$ cat src/rtl/barrel_shift_arbiter_amisha_if.sv
// barrel_shift_arbiter_amisha_if: request/result bundle for the shared rotator.
// Optional dir0/dir1 signals exist only with BARREL_SHIFT_ARB_ROTL_EN defined.
interface barrel_shift_arbiter_amisha_if #(
    parameter int WIDTH = 8,
    parameter int AMT_W = 3
);
    logic             req0_amisha;
    logic [WIDTH-1:0] a0_amisha;
    logic [AMT_W-1:0] amt0_amisha;
    logic             req1_amisha;
    logic [WIDTH-1:0] a1_amisha;
    logic [AMT_W-1:0] amt1_amisha;
    logic             gnt0_amisha;
    logic             gnt1_amisha;
    logic             busy_amisha;
    logic             valid_amisha;
    logic [WIDTH-1:0] y_amisha;
    logic             id_amisha;
`ifdef BARREL_SHIFT_ARB_ROTL_EN
    logic             dir0_amisha;
    logic             dir1_amisha;
    modport master (
        output req0_amisha, a0_amisha, amt0_amisha, dir0_amisha,
        output req1_amisha, a1_amisha, amt1_amisha, dir1_amisha,
        input  gnt0_amisha, gnt1_amisha, busy_amisha, valid_amisha, y_amisha, id_amisha
    );
    modport slave (
        input  req0_amisha, a0_amisha, amt0_amisha, dir0_amisha,
        input  req1_amisha, a1_amisha, amt1_amisha, dir1_amisha,
        output gnt0_amisha, gnt1_amisha, busy_amisha, valid_amisha, y_amisha, id_amisha
    );
`else
    modport master (
        output req0_amisha, a0_amisha, amt0_amisha,
        output req1_amisha, a1_amisha, amt1_amisha,
        input  gnt0_amisha, gnt1_amisha, busy_amisha, valid_amisha, y_amisha, id_amisha
    );
    modport slave (
        input  req0_amisha, a0_amisha, amt0_amisha,
        input  req1_amisha, a1_amisha, amt1_amisha,
        output gnt0_amisha, gnt1_amisha, busy_amisha, valid_amisha, y_amisha, id_amisha
    );
`endif
endinterface

$ cat src/rtl/barrel_shift_arbiter_amisha.sv
// barrel_shift_arbiter_amisha: round-robin shared rotator, one log-stage per clock.
// Define BARREL_SHIFT_ARB_ROTL_EN to add per-requester rotate-left direction.
module barrel_shift_arbiter_amisha #(
    parameter int WIDTH = 8,
    parameter int AMT_W = 3
) (
    input logic clk_amisha,
    input logic reset_amisha,
    barrel_shift_arbiter_amisha_if.slave bus
);
    localparam int SW = (AMT_W > 1) ? $clog2(AMT_W) : 1;
    typedef enum logic {IDLE, SHIFT} state_t;
    state_t           state, state_n;
    logic [SW-1:0]    stage;
    logic [WIDTH-1:0] data, data_n;
    logic [AMT_W-1:0] amt;
    logic             last, owner, win, load, done, left;
`ifdef BARREL_SHIFT_ARB_ROTL_EN
    logic             dir;
    assign left = dir;
`else
    assign left = 1'b0;
`endif
    // Rotate via a doubled word so the wrapped bits fall out of the shift naturally
    function automatic logic [WIDTH-1:0] rot(input logic [WIDTH-1:0] d, input int k, input logic l);
        logic [2*WIDTH-1:0] q, r;
        q = {d, d};
        r = l ? q << k : q >> k;
        return l ? r[2*WIDTH-1:WIDTH] : r[WIDTH-1:0];
    endfunction
    assign win = (bus.req0_amisha & bus.req1_amisha) ? ~last : bus.req1_amisha;
    always_comb begin
        load    = (state == IDLE) && (bus.req0_amisha || bus.req1_amisha);
        done    = (state == SHIFT) && (stage == SW'(AMT_W - 1));
        state_n = load ? SHIFT : done ? IDLE : state;
        data_n  = amt[stage] ? rot(data, 1 << stage, left) : data;
    end
    always_ff @(posedge clk_amisha or posedge reset_amisha)
        if (reset_amisha) state <= IDLE;
        else state <= state_n;
    always_ff @(posedge clk_amisha or posedge reset_amisha) begin
        if (reset_amisha) begin
            stage            <= '0;
            data             <= '0;
            amt              <= '0;
            owner            <= 1'b0;
            last             <= 1'b1;
            bus.gnt0_amisha  <= 1'b0;
            bus.gnt1_amisha  <= 1'b0;
            bus.busy_amisha  <= 1'b0;
            bus.valid_amisha <= 1'b0;
            bus.y_amisha     <= '0;
            bus.id_amisha    <= 1'b0;
`ifdef BARREL_SHIFT_ARB_ROTL_EN
            dir              <= 1'b0;
`endif
        end else begin
            bus.gnt0_amisha  <= load & ~win;
            bus.gnt1_amisha  <= load & win;
            bus.busy_amisha  <= state_n == SHIFT;
            bus.valid_amisha <= done;
            if (load) begin
                data  <= win ? bus.a1_amisha : bus.a0_amisha;
                amt   <= win ? bus.amt1_amisha : bus.amt0_amisha;
                owner <= win;
                last  <= win;
                stage <= '0;
`ifdef BARREL_SHIFT_ARB_ROTL_EN
                dir   <= win ? bus.dir1_amisha : bus.dir0_amisha;
`endif
            end else if (state == SHIFT) begin
                data  <= data_n;
                stage <= stage + 1'b1;
            end
            if (done) begin
                bus.y_amisha  <= data_n;
                bus.id_amisha <= owner;
            end
        end
    end
endmodule

$ cat src/flat_wrapper.sv
// flat-port wrapper written by rule: the top's interface ports become plain ports
module barrel_shift_arbiter_amisha_flat 
#(
    parameter int WIDTH = 8,
    parameter int AMT_W = 3
)
  (clk_amisha, reset_amisha, bus_req0_amisha, bus_a0_amisha, bus_amt0_amisha, bus_req1_amisha, bus_a1_amisha, bus_amt1_amisha, bus_gnt0_amisha, bus_gnt1_amisha, bus_busy_amisha, bus_valid_amisha, bus_y_amisha, bus_id_amisha);
  barrel_shift_arbiter_amisha_if #(.WIDTH(WIDTH), .AMT_W(AMT_W)) bus_i ();
  input logic clk_amisha;
  input logic reset_amisha;
  input wire logic [$bits(bus_i.req0_amisha)-1:0] bus_req0_amisha;
  input wire logic [$bits(bus_i.a0_amisha)-1:0] bus_a0_amisha;
  input wire logic [$bits(bus_i.amt0_amisha)-1:0] bus_amt0_amisha;
  input wire logic [$bits(bus_i.req1_amisha)-1:0] bus_req1_amisha;
  input wire logic [$bits(bus_i.a1_amisha)-1:0] bus_a1_amisha;
  input wire logic [$bits(bus_i.amt1_amisha)-1:0] bus_amt1_amisha;
  output wire logic [$bits(bus_i.gnt0_amisha)-1:0] bus_gnt0_amisha;
  output wire logic [$bits(bus_i.gnt1_amisha)-1:0] bus_gnt1_amisha;
  output wire logic [$bits(bus_i.busy_amisha)-1:0] bus_busy_amisha;
  output wire logic [$bits(bus_i.valid_amisha)-1:0] bus_valid_amisha;
  output wire logic [$bits(bus_i.y_amisha)-1:0] bus_y_amisha;
  output wire logic [$bits(bus_i.id_amisha)-1:0] bus_id_amisha;
  assign bus_i.req0_amisha = bus_req0_amisha;
  assign bus_i.a0_amisha = bus_a0_amisha;
  assign bus_i.amt0_amisha = bus_amt0_amisha;
  assign bus_i.req1_amisha = bus_req1_amisha;
  assign bus_i.a1_amisha = bus_a1_amisha;
  assign bus_i.amt1_amisha = bus_amt1_amisha;
  assign bus_gnt0_amisha = bus_i.gnt0_amisha;
  assign bus_gnt1_amisha = bus_i.gnt1_amisha;
  assign bus_busy_amisha = bus_i.busy_amisha;
  assign bus_valid_amisha = bus_i.valid_amisha;
  assign bus_y_amisha = bus_i.y_amisha;
  assign bus_id_amisha = bus_i.id_amisha;
  barrel_shift_arbiter_amisha #(.WIDTH(WIDTH), .AMT_W(AMT_W)) u_core (.clk_amisha(clk_amisha), .reset_amisha(reset_amisha), .bus(bus_i));
endmodule
$ cat config.mk
export PLATFORM = sky130hd
export DESIGN_NAME = barrel_shift_arbiter_amisha_flat
export DESIGN_NICKNAME = d
export VERILOG_FILES = /design/src/rtl/barrel_shift_arbiter_amisha_if.sv /design/src/rtl/barrel_shift_arbiter_amisha.sv /design/src/flat_wrapper.sv
export SDC_FILE = /design/constraint.sdc
export NUM_CORES = 1
export LEC_CHECK = 0
export BUFFER_PORTS_ARGS = -buffer_cell sky130_fd_sc_hd__buf_2
export CAP_MARGIN = 20
export CORE_AREA = 2 2 75 77
export DETAILED_ROUTE_END_ITERATION = 6
export DIE_AREA = 0 0 77 79
export PLACE_DENSITY_LB_ADDON = 0.12
export REMOVE_ABC_BUFFERS = 1
export SYNTH_ARGS = -nofsm -noshare
export SYNTH_HDL_FRONTEND = slang
export SYNTH_SLANG_ARGS = --single-unit
$ cat constraint.sdc
create_clock -name clk_amisha -period 3.34 [get_ports clk_amisha]
set_input_delay 0.501 -clock clk_amisha [delete_from_list [all_inputs] [get_ports clk_amisha]]
set_output_delay 0.501 -clock clk_amisha [all_outputs]
set_load 0.02 [all_outputs]
* After elaboration in Yosys (flattened, before gate mapping)
Cells that the tools add are included.
** Storage, ports and cells
- Bits in registers :: 28
- Latch bits :: 0
- RAM bits :: 0
- ROM bits :: 0
- Input bits :: 26
- Output and inout port bits :: 13
- Logic and storage cells :: 39
- Memories :: 0
** Cells by class
- Add/sub/neg operators :: 1
- Multipliers :: 0
- Divide/modulo/power cells :: 0
- $lt $le $gt $ge :: 1
- Equal/unequal tests :: 1
- Shifts and indexed selects :: 2
- Mux-type cells :: 12
- Bitwise operators :: 6
- Reductions and logical operators :: 5
** Operator list (count)
- 8-bit two-way mux :: 4
- 1-bit by 2-bit left shift with 32-bit output (first input constant) :: 1
- 16-bit by 32-bit >> shifter with 8-bit output :: 1
- 1-bit two-way mux :: 4
- 2-bit two-way mux :: 2
- 2-bit nonzero test :: 2
- 1-bit AND :: 3
- 2-bit by 3-bit less-than comparator with 1-bit output (second input constant) :: 1
- 3-bit two-way mux :: 1
- 1-bit inverter :: 3
- 2-bit by 1-bit adder with 2-bit output (second input constant) :: 1
- 1-bit binary-select mux with 2-bit select :: 1
- 2-bit equality test (second input constant) :: 1
- 1-bit logical AND :: 2
- 1-bit logical OR :: 1

* Longest topological paths before layout
Gate-level depths: netlist (run 1).
- Depth in word-level cells :: 5
- Mapped depth :: 9
- Depth with buffers taken out :: 7

* Least setup slack after synthesis (run 1)
No wires, ideal clock.
- Path type :: register to register
- Start :: register u_core.stage[0]
- End :: register u_core.data[5]
- Library setup time :: 0.129 ns
- Arrival time :: 1.967 ns
- Required time :: 3.211 ns
- Slack :: 1.244 ns
- Stages on the path, launching flop included :: 9
- Path buffers :: 1
- Period minus slack after synthesis :: 2.096 ns
- Cells stage by stage :: dfrtp_1 > inv_1 > ha_1 > buf_6 > mux2_4 > a22o_1 > or4_4 > o2bb2ai_1 > nand3_1
** Between the ends
- Longest elaborated chain between the ends :: 5
- Elaborated cells on any way between the ends :: 7
- Classes of those cells :: shift (2); mux (5)
** Ends and longest elaborated chain
- start: declaration :: RTL line barrel_shift_arbiter_amisha.sv:14 : logic [SW-1:0] stage;
- start signal: assignment :: RTL line barrel_shift_arbiter_amisha.sv:73 : stage <= stage + 1'b1;
- 1-bit by 2-bit left shift with 32-bit output / 1-bit binary-select mux with 2-bit select (equally long branches) :: RTL line barrel_shift_arbiter_amisha.sv:36 : data_n = amt[stage] ? rot(data, 1 << stage, left) : data;
- 16-bit by 32-bit >> shifter with 8-bit output / 1-bit two-way mux (equally long branches) :: RTL line barrel_shift_arbiter_amisha.sv:28, barrel_shift_arbiter_amisha.sv:36
- 8-bit two-way mux * :: RTL line barrel_shift_arbiter_amisha.sv:36
- 8-bit two-way mux * :: RTL line barrel_shift_arbiter_amisha.sv:71 : end else if (state == SHIFT) begin
- 8-bit two-way mux * :: RTL line barrel_shift_arbiter_amisha.sv:62 : if (load) begin
- end signal: assignment :: RTL line barrel_shift_arbiter_amisha.sv:63 : data <= win ? bus.a1_amisha : bus.a0_amisha;
- end signal: assignment :: RTL line barrel_shift_arbiter_amisha.sv:72 : data <= data_n;
- end: declaration :: RTL line barrel_shift_arbiter_amisha.sv:15 : logic [WIDTH-1:0] data, data_n;
Mark *: on every way between the ends. The rest lies on a longest branch, timed or not. The select of a mux whose other input is x is not followed.
A chain may end at the register's enable or synchronous reset.

* Final worst setup path (run 1)
- Start :: register u_core.stage[1]
- End :: register u_core.bus.y_amisha[5]
** Between the ends
- Longest elaborated chain between the ends :: 3
- Elaborated cells on any way between the ends :: 7
- Classes of those cells :: eq/ne (1); shift (2); mux (3); reduce/logical (1)
** Ends and longest elaborated chain
- 1-bit by 2-bit left shift with 32-bit output / 1-bit binary-select mux with 2-bit select (equally long branches) :: RTL line barrel_shift_arbiter_amisha.sv:36
- 16-bit by 32-bit >> shifter with 8-bit output / 1-bit two-way mux (equally long branches) :: RTL line barrel_shift_arbiter_amisha.sv:28, barrel_shift_arbiter_amisha.sv:36
- 8-bit two-way mux :: RTL line barrel_shift_arbiter_amisha.sv:36
- end signal: assignment :: RTL line barrel_shift_arbiter_amisha.sv:76 : bus.y_amisha <= data_n;
- end: declaration :: RTL line barrel_shift_arbiter_amisha_if.sv:41 : output gnt0_amisha, gnt1_amisha, busy_amisha, valid_amisha, y_amisha, id_amisha
Parallel ways exist; a longest one is shown, timed or not. The select of a mux whose other input is x is not followed.

==> flow_summary.yaml, run 1 <==
worst_setup_path:
  cp.arrival_ps: 2720
  regToRegSetupSlack_ps: 780
  end_kind: "flip-flop"
  cp.required_ps: 3490
  timing.rr.start: "u_core.stage[1]"
  worstReg2RegEnd: "u_core.bus.y_amisha[5]"
  crit_path_max_fanout: 17
  critPathLaunchType: "flip-flop"
  r2r_cells: 7
  crit_type: "reg2reg"
floorplan:
  fp-row-count: 27
  io_pins: 39
  die_x_um: 77
  die_h_um: 79
  core-area_sq_um: 5340
  dieArea_sq_um: 6080
  start_util_pct: 34.0
drt:
  drt-met1-wl_um: 2360
  drc: 0
  routed.top_layer: "met4"
  dr_total_vias: 1638
  wl_met2_um: 2300
  wl_met3_um: 169
  wire_per_inst_um: 16.4
  drt_wl_total_um: 4870
  first_pass_iters: 4
  antenna_left: 0
  vias_per_cell: 5.53
  drt-initial-drc-count: 87
sta:
  finClkSkew_ps: 3.33
  tns_ps: 0
  finalCritPeriodShare_pct: 76.7
  worst_slack_ps: 779
  relSlewSlack_pct: 45.9
  slew_viol_final: 0
  max_freq_mhz: 390
  tightest_slew_ps: 805
  rsz0062_at_grt: "false"
  setup_violations: 0
  period_minus_slack_ps: 2560
  final-hold-violation-count: 0
clock_tree:
  clockBufferDepth: 2
  cts_resized: 0
  cts_tree: "built"
  cts_root_buffer: "clkbuf_8"
  h-tree-depth: 1
  holdBufCountCts: 0
  cts_buffers: 3
  cts_setup_buffers: 0
  clock_latency_ps: 270
  cts.sinks: 28
  path_clk_slew_ps: 100
place:
  pre_cts_ws_ps: 826
  portBuffers: 38
  dp.final_hpwl_um: 3650
  gp_congestion: 0.925
  placed_area_sq_um: 2060
  placed_cells_incl_taps: 292
layout:
  diodes: 0
  design_area_sq_um: 2140
  final_cell_mix: "buf_2, dfrtp_1, nand2_1, o21ai_0, inv_1"
  nets: 256
  area_delta_synth_final_pct: 17.7
  layout_commonest_cell: "buf_2"
  fin_cells: 296
  drive_gt1_share_pct: 25.4
pwr:
  clkPwrFrac_pct: 11.0
  p_leak_nw: 0.984
  p_comb_share_pct: 60.5
  peakVddDrop_mv: 0.459
  swShare_pct: 46.6
  switching_power_w: 0.00113
  p_per_area_nw_per_um2: 1140
  internal-power_w: 0.00130
  seqPwrFrac_pct: 28.5
yosys:
  syn_area_per_cell_sq_um: 9.50
  ys_warn_count: 0
  seq_area_frac_synth_pct: 38.7
  synth_flop_cell: "dfrtp_1"
  syn_inst: 191
  ys_seq_elements: 28
  synth.distinct_cells: 52
  synth_edf_count: 0
  async_reset_ff_share_pct: 100
  syn_area_sq_um: 1810
grt:
  grt_max_degree: 19
  grt_overflow: 0
  grt_pass1_wl_um: 7930
  grt_pass1_vias: 1525
  antenna_found_initial: 0
  track_usage_pct: 16.3
flow_run:
  maxCapViolations: 0
status:
  run_status: "complete, no violations"
hold_path:
  hold_class: "in2async"
## sequential cells by signal, indices dropped and copies added (netlist names), 2 cells and up
name                 flops
u_core.stage             2
u_core.amt               3
u_core.data              8
u_core.bus.y_amisha      8
## cell type report
cell class	count	area, sq um
Fill cell	568	3200
Multi-Input combinational cell	140	1000
Sequential cell	28	702
Timing Repair Buffer	40	225
Tap cell	72	90.1
Inverter	12	45.0
Clock buffer	3	41.3
Clock inverter	1	30.0
## through the flow
stage / hold slack (ps) / power [W] / util [%]
2_1_floorplan: 446 / 0.00174 / -
3_3_place_gp: 461 / 0.00217 / 38.2
3_5_place_dp: 463 / 0.00216 / 38.7
4_1_cts: 244 / 0.00244 / 40.0
5_1_grt: 266 / 0.00263 / 40.0
6_report: 236 / 0.00243 / 40.0
## Yosys cell counts (3+ instances only)
library cell,number,share of area (%)
dfrtp_1,27,37
nand2_1,22,4.6
o21ai_0,15,4.1
inv_1,12,2.5
mux2i_1,11,6.1
nor2_1,9,1.9
a222oi_1,5,2.8
ha_1,5,3.4
o22ai_1,5,1.7
a21oi_1,4,1.1
buf_2,4,1.1
clkbuf_1,4,0.83
nand3_1,4,1.1
o21ai_1,4,1.1
a22oi_1,3,1.2
a32oi_1,3,1.4
mux2_2,3,1.9
nand2b_1,3,1.0
o221ai_1,3,1.4
## critical path: stages (launching register included)
cell and delay [ps]:
dfrtp_1 460, inv_1 150, ha_1 600, mux2_4 360
nor4b_1 140, or4_4 510, o21ai_0 140, o21ai_1 90
## power by group through the flow
| stage | clock (W) | combinational [W] | sequential (W) |
|---|---|---|---|
| 6_report | 0.000268 | 0.00147 | 0.000693 |
| 5_1_grt | 0.000287 | 0.00163 | 0.000719 |
| 4_1_cts | 0.000275 | 0.00147 | 0.000692 |
| 3_5_place_dp | 0 | 0.00146 | 0.000699 |
| 3_3_place_gp | 0 | 0.00147 | 0.000700 |
| 2_1_floorplan | 0 | 0.00101 | 0.000724 |
## cells by family (layout without fill, tap and decap cells)
kind of cell             count (synthesis)  in the layout  synth area share, %
multiplexers                            18             18                 12.1
buffers and inverters                   23             56                 6.07
flip-flops                              28             28                 38.7
AO/OA/AOI/OAI                           61             61                 24.0
adder cells (fa/ha/maj)                  5              5                 3.45
AND/OR/NAND/NOR                         56             56                 15.7
## worst max path at each step
stage          slack (ps)                      to            start  cells after the start
6_report              780  u_core.bus.y_amisha[5]  u_core.stage[1]                      7
5_1_grt               630          u_core.data[5]  u_core.stage[1]                      7
4_1_cts               810          u_core.data[5]  u_core.stage[1]                      7
3_5_place_dp          830  u_core.bus.y_amisha[5]  u_core.stage[1]                      7
3_3_place_gp          860  u_core.bus.y_amisha[5]  u_core.stage[1]                      7
2_1_floorplan        1060          u_core.data[5]  u_core.stage[1]                      7
## per-layer routing
metal	track usage [%]	vias up
li1	-	789
met3	2.50	4
met1	22.7	808
met5	0	-
met2	27.5	37
met4	2.50	0
Power figures use the tool's default switching activity.
==> inputs of run 2 (changes only) <==
- clock period: 3.34 -> 2.06 ns (I/O delays scaled with it)
==> run 2 against run 1 <==
Global-route usage up 0.93 points; non-clock buffer count up 28; hold slack worse by 170 ps; combinational power up 110%; largest cell class unchanged; largest power group unchanged.
==> flow_summary.yaml, run 2 (same netlist as run 1, synthesis figures left out) <==
flow_run:
  maxCapViolations: 0
sta:
  max_freq_mhz: 499
  finClkSkew_ps: 11.5
  relSlewSlack_pct: 73.6
  setup_violations: 0
  slew_viol_final: 0
  period_minus_slack_ps: 2010
  finalCritPeriodShare_pct: 97.3
  worst_slack_ps: 54.7
  tightest_slew_ps: 391
  final-hold-violation-count: 0
drt:
  drt-initial-drc-count: 96
  wire_per_inst_um: 15.8
  antenna_left: 0
  drt_wl_total_um: 5100
  dr_total_vias: 1731
  first_pass_iters: 4
  drc: 0
  vias_per_cell: 5.34
place:
  dp.final_hpwl_um: 4020
  pre_cts_ws_ps: -17.1
  placed_cells_incl_taps: 318
  portBuffers: 38
  gp_congestion: 0.837
pwr:
  internal-power_w: 0.00256
  seqPwrFrac_pct: 23.9
  p_per_area_nw_per_um2: 1900
  swShare_pct: 43.9
  p_leak_nw: 1.11
  p_comb_share_pct: 66.7
  clkPwrFrac_pct: 9.4
  peakVddDrop_mv: 0.715
  switching_power_w: 0.00200
worst_setup_path:
  critPathLaunchType: "flip-flop"
  cp.arrival_ps: 2160
  end_kind: "flip-flop"
  worstReg2RegEnd: "u_core.data[5]"
  cp.required_ps: 2210
  regToRegSetupSlack_ps: 50
  timing.rr.start: "u_core.stage[0]"
  crit_type: "reg2reg"
  crit_path_max_fanout: 7
  r2r_cells: 7
floorplan:
  die_x_um: 77
  start_util_pct: 34.0
  core-area_sq_um: 5340
  io_pins: 39
  dieArea_sq_um: 6080
  die_h_um: 79
  fp-row-count: 27
clock_tree:
  cts_buffers: 3
  h-tree-depth: 1
  path_clk_slew_ps: 100
  cts_root_buffer: "clkbuf_8"
  holdBufCountCts: 0
  clockBufferDepth: 2
  cts.sinks: 28
  clock_latency_ps: 280
  cts_tree: "built"
layout:
  drive_gt1_share_pct: 38.1
  area_delta_synth_final_pct: 32.0
  final_cell_mix: "buf_2, buf_4, dfrtp_1, nand2_1, o21ai_0"
  diodes: 0
  layout_commonest_cell: "buf_2"
  nets: 284
  final_util_pct: 44.9
  biggestRegsByFlops: "u_core.bus.y_amisha: 8 flops, u_core.data: 8 flops, u_core.amt: 3 flops"
  fin_cells: 324
status:
  run_status: "complete, no violations"
hold_path:
  hold_class: "in2async"
grt:
  grt_pass1_wl_um: 8270
  track_usage_pct: 17.2
  grt_overflow: 0
  grt_max_degree: 29
  antenna_found_initial: 0
  grt_pass1_vias: 1706
-- run 2: how the worst max path moves through the flow --
stage	endpoint	slack, ps	depth (start not counted)	from
6_report	u_core.data[5]	50	7	u_core.stage[0]
2_1_floorplan	u_core.data[5]	-220	7	u_core.stage[1]
3_3_place_gp	u_core.data[1]	-9	9	u_core.stage[0]
3_5_place_dp	u_core.bus.y_amisha[7]	-20	8	u_core.stage[0]
4_1_cts	u_core.data[5]	10	8	u_core.stage[1]
5_1_grt	u_core.data[5]	-10	7	u_core.stage[0]
-- run 2: per-layer routing --
metal	part of all wire (%)	track usage [%]	up-vias
met5	0	0	-
met1	44	21.8	833
met2	49	30.5	53
li1	-	-	837
met4	1.6	4.46	0
met3	4.7	3.18	8
-- run 2: timing repair --
action,4_1_cts,5_1_grt
setup endpoints to repair,3,10
pin swaps,0,1
resized for setup,3,15
cloned,0,0
setup buffers,1,1
-- run 2: worst max-delay path: stages (launching register included) --
cell and delay (ps):
dfrtp_2 430, buf_4 130, ha_2 240, and3b_1 200, and2b_4 150, or4_4 510, o2bb2ai_2 120, nand3_1 80
-- run 2: metrics by stage --
stage | total power, W | cell area, sq um | hold WS (ps) | setup TNS [ps]
4_1_cts | 0.00440 | 2320 | 82.1 | 0
3_5_place_dp | 0.00393 | 2240 | 392 | -35.0
5_1_grt | 0.00492 | 2390 | 105 | -13.9
3_3_place_gp | 0.00394 | 2240 | 392 | -13.5
2_1_floorplan | 0.00282 | 1750 | 374 | -390
6_report | 0.00456 | 2390 | 69.3 | 0
-- run 2: area by class of cell --
| type | count | area, sq um |
|---|---|---|
| clock inverters | 1 | 30.0 |
| fillers | 556 | 2940 |
| flip-flops and latches | 28 | 703 |
| repair buffers | 68 | 423 |
| well taps | 72 | 90.1 |
| inverters | 12 | 47.5 |
| multi-input cells | 140 | 1060 |
| clock buffers | 3 | 41.3 |
-- run 2: power by group through the flow --
stage | Clock, W | Combinational, W | Sequential (W)
2_1_floorplan | 0 | 0.00165 | 0.00117
3_3_place_gp | 0 | 0.00286 | 0.00108
3_5_place_dp | 0 | 0.00285 | 0.00108
4_1_cts | 0.000445 | 0.00288 | 0.00107
5_1_grt | 0.000469 | 0.00333 | 0.00112
6_report | 0.000430 | 0.00304 | 0.00109
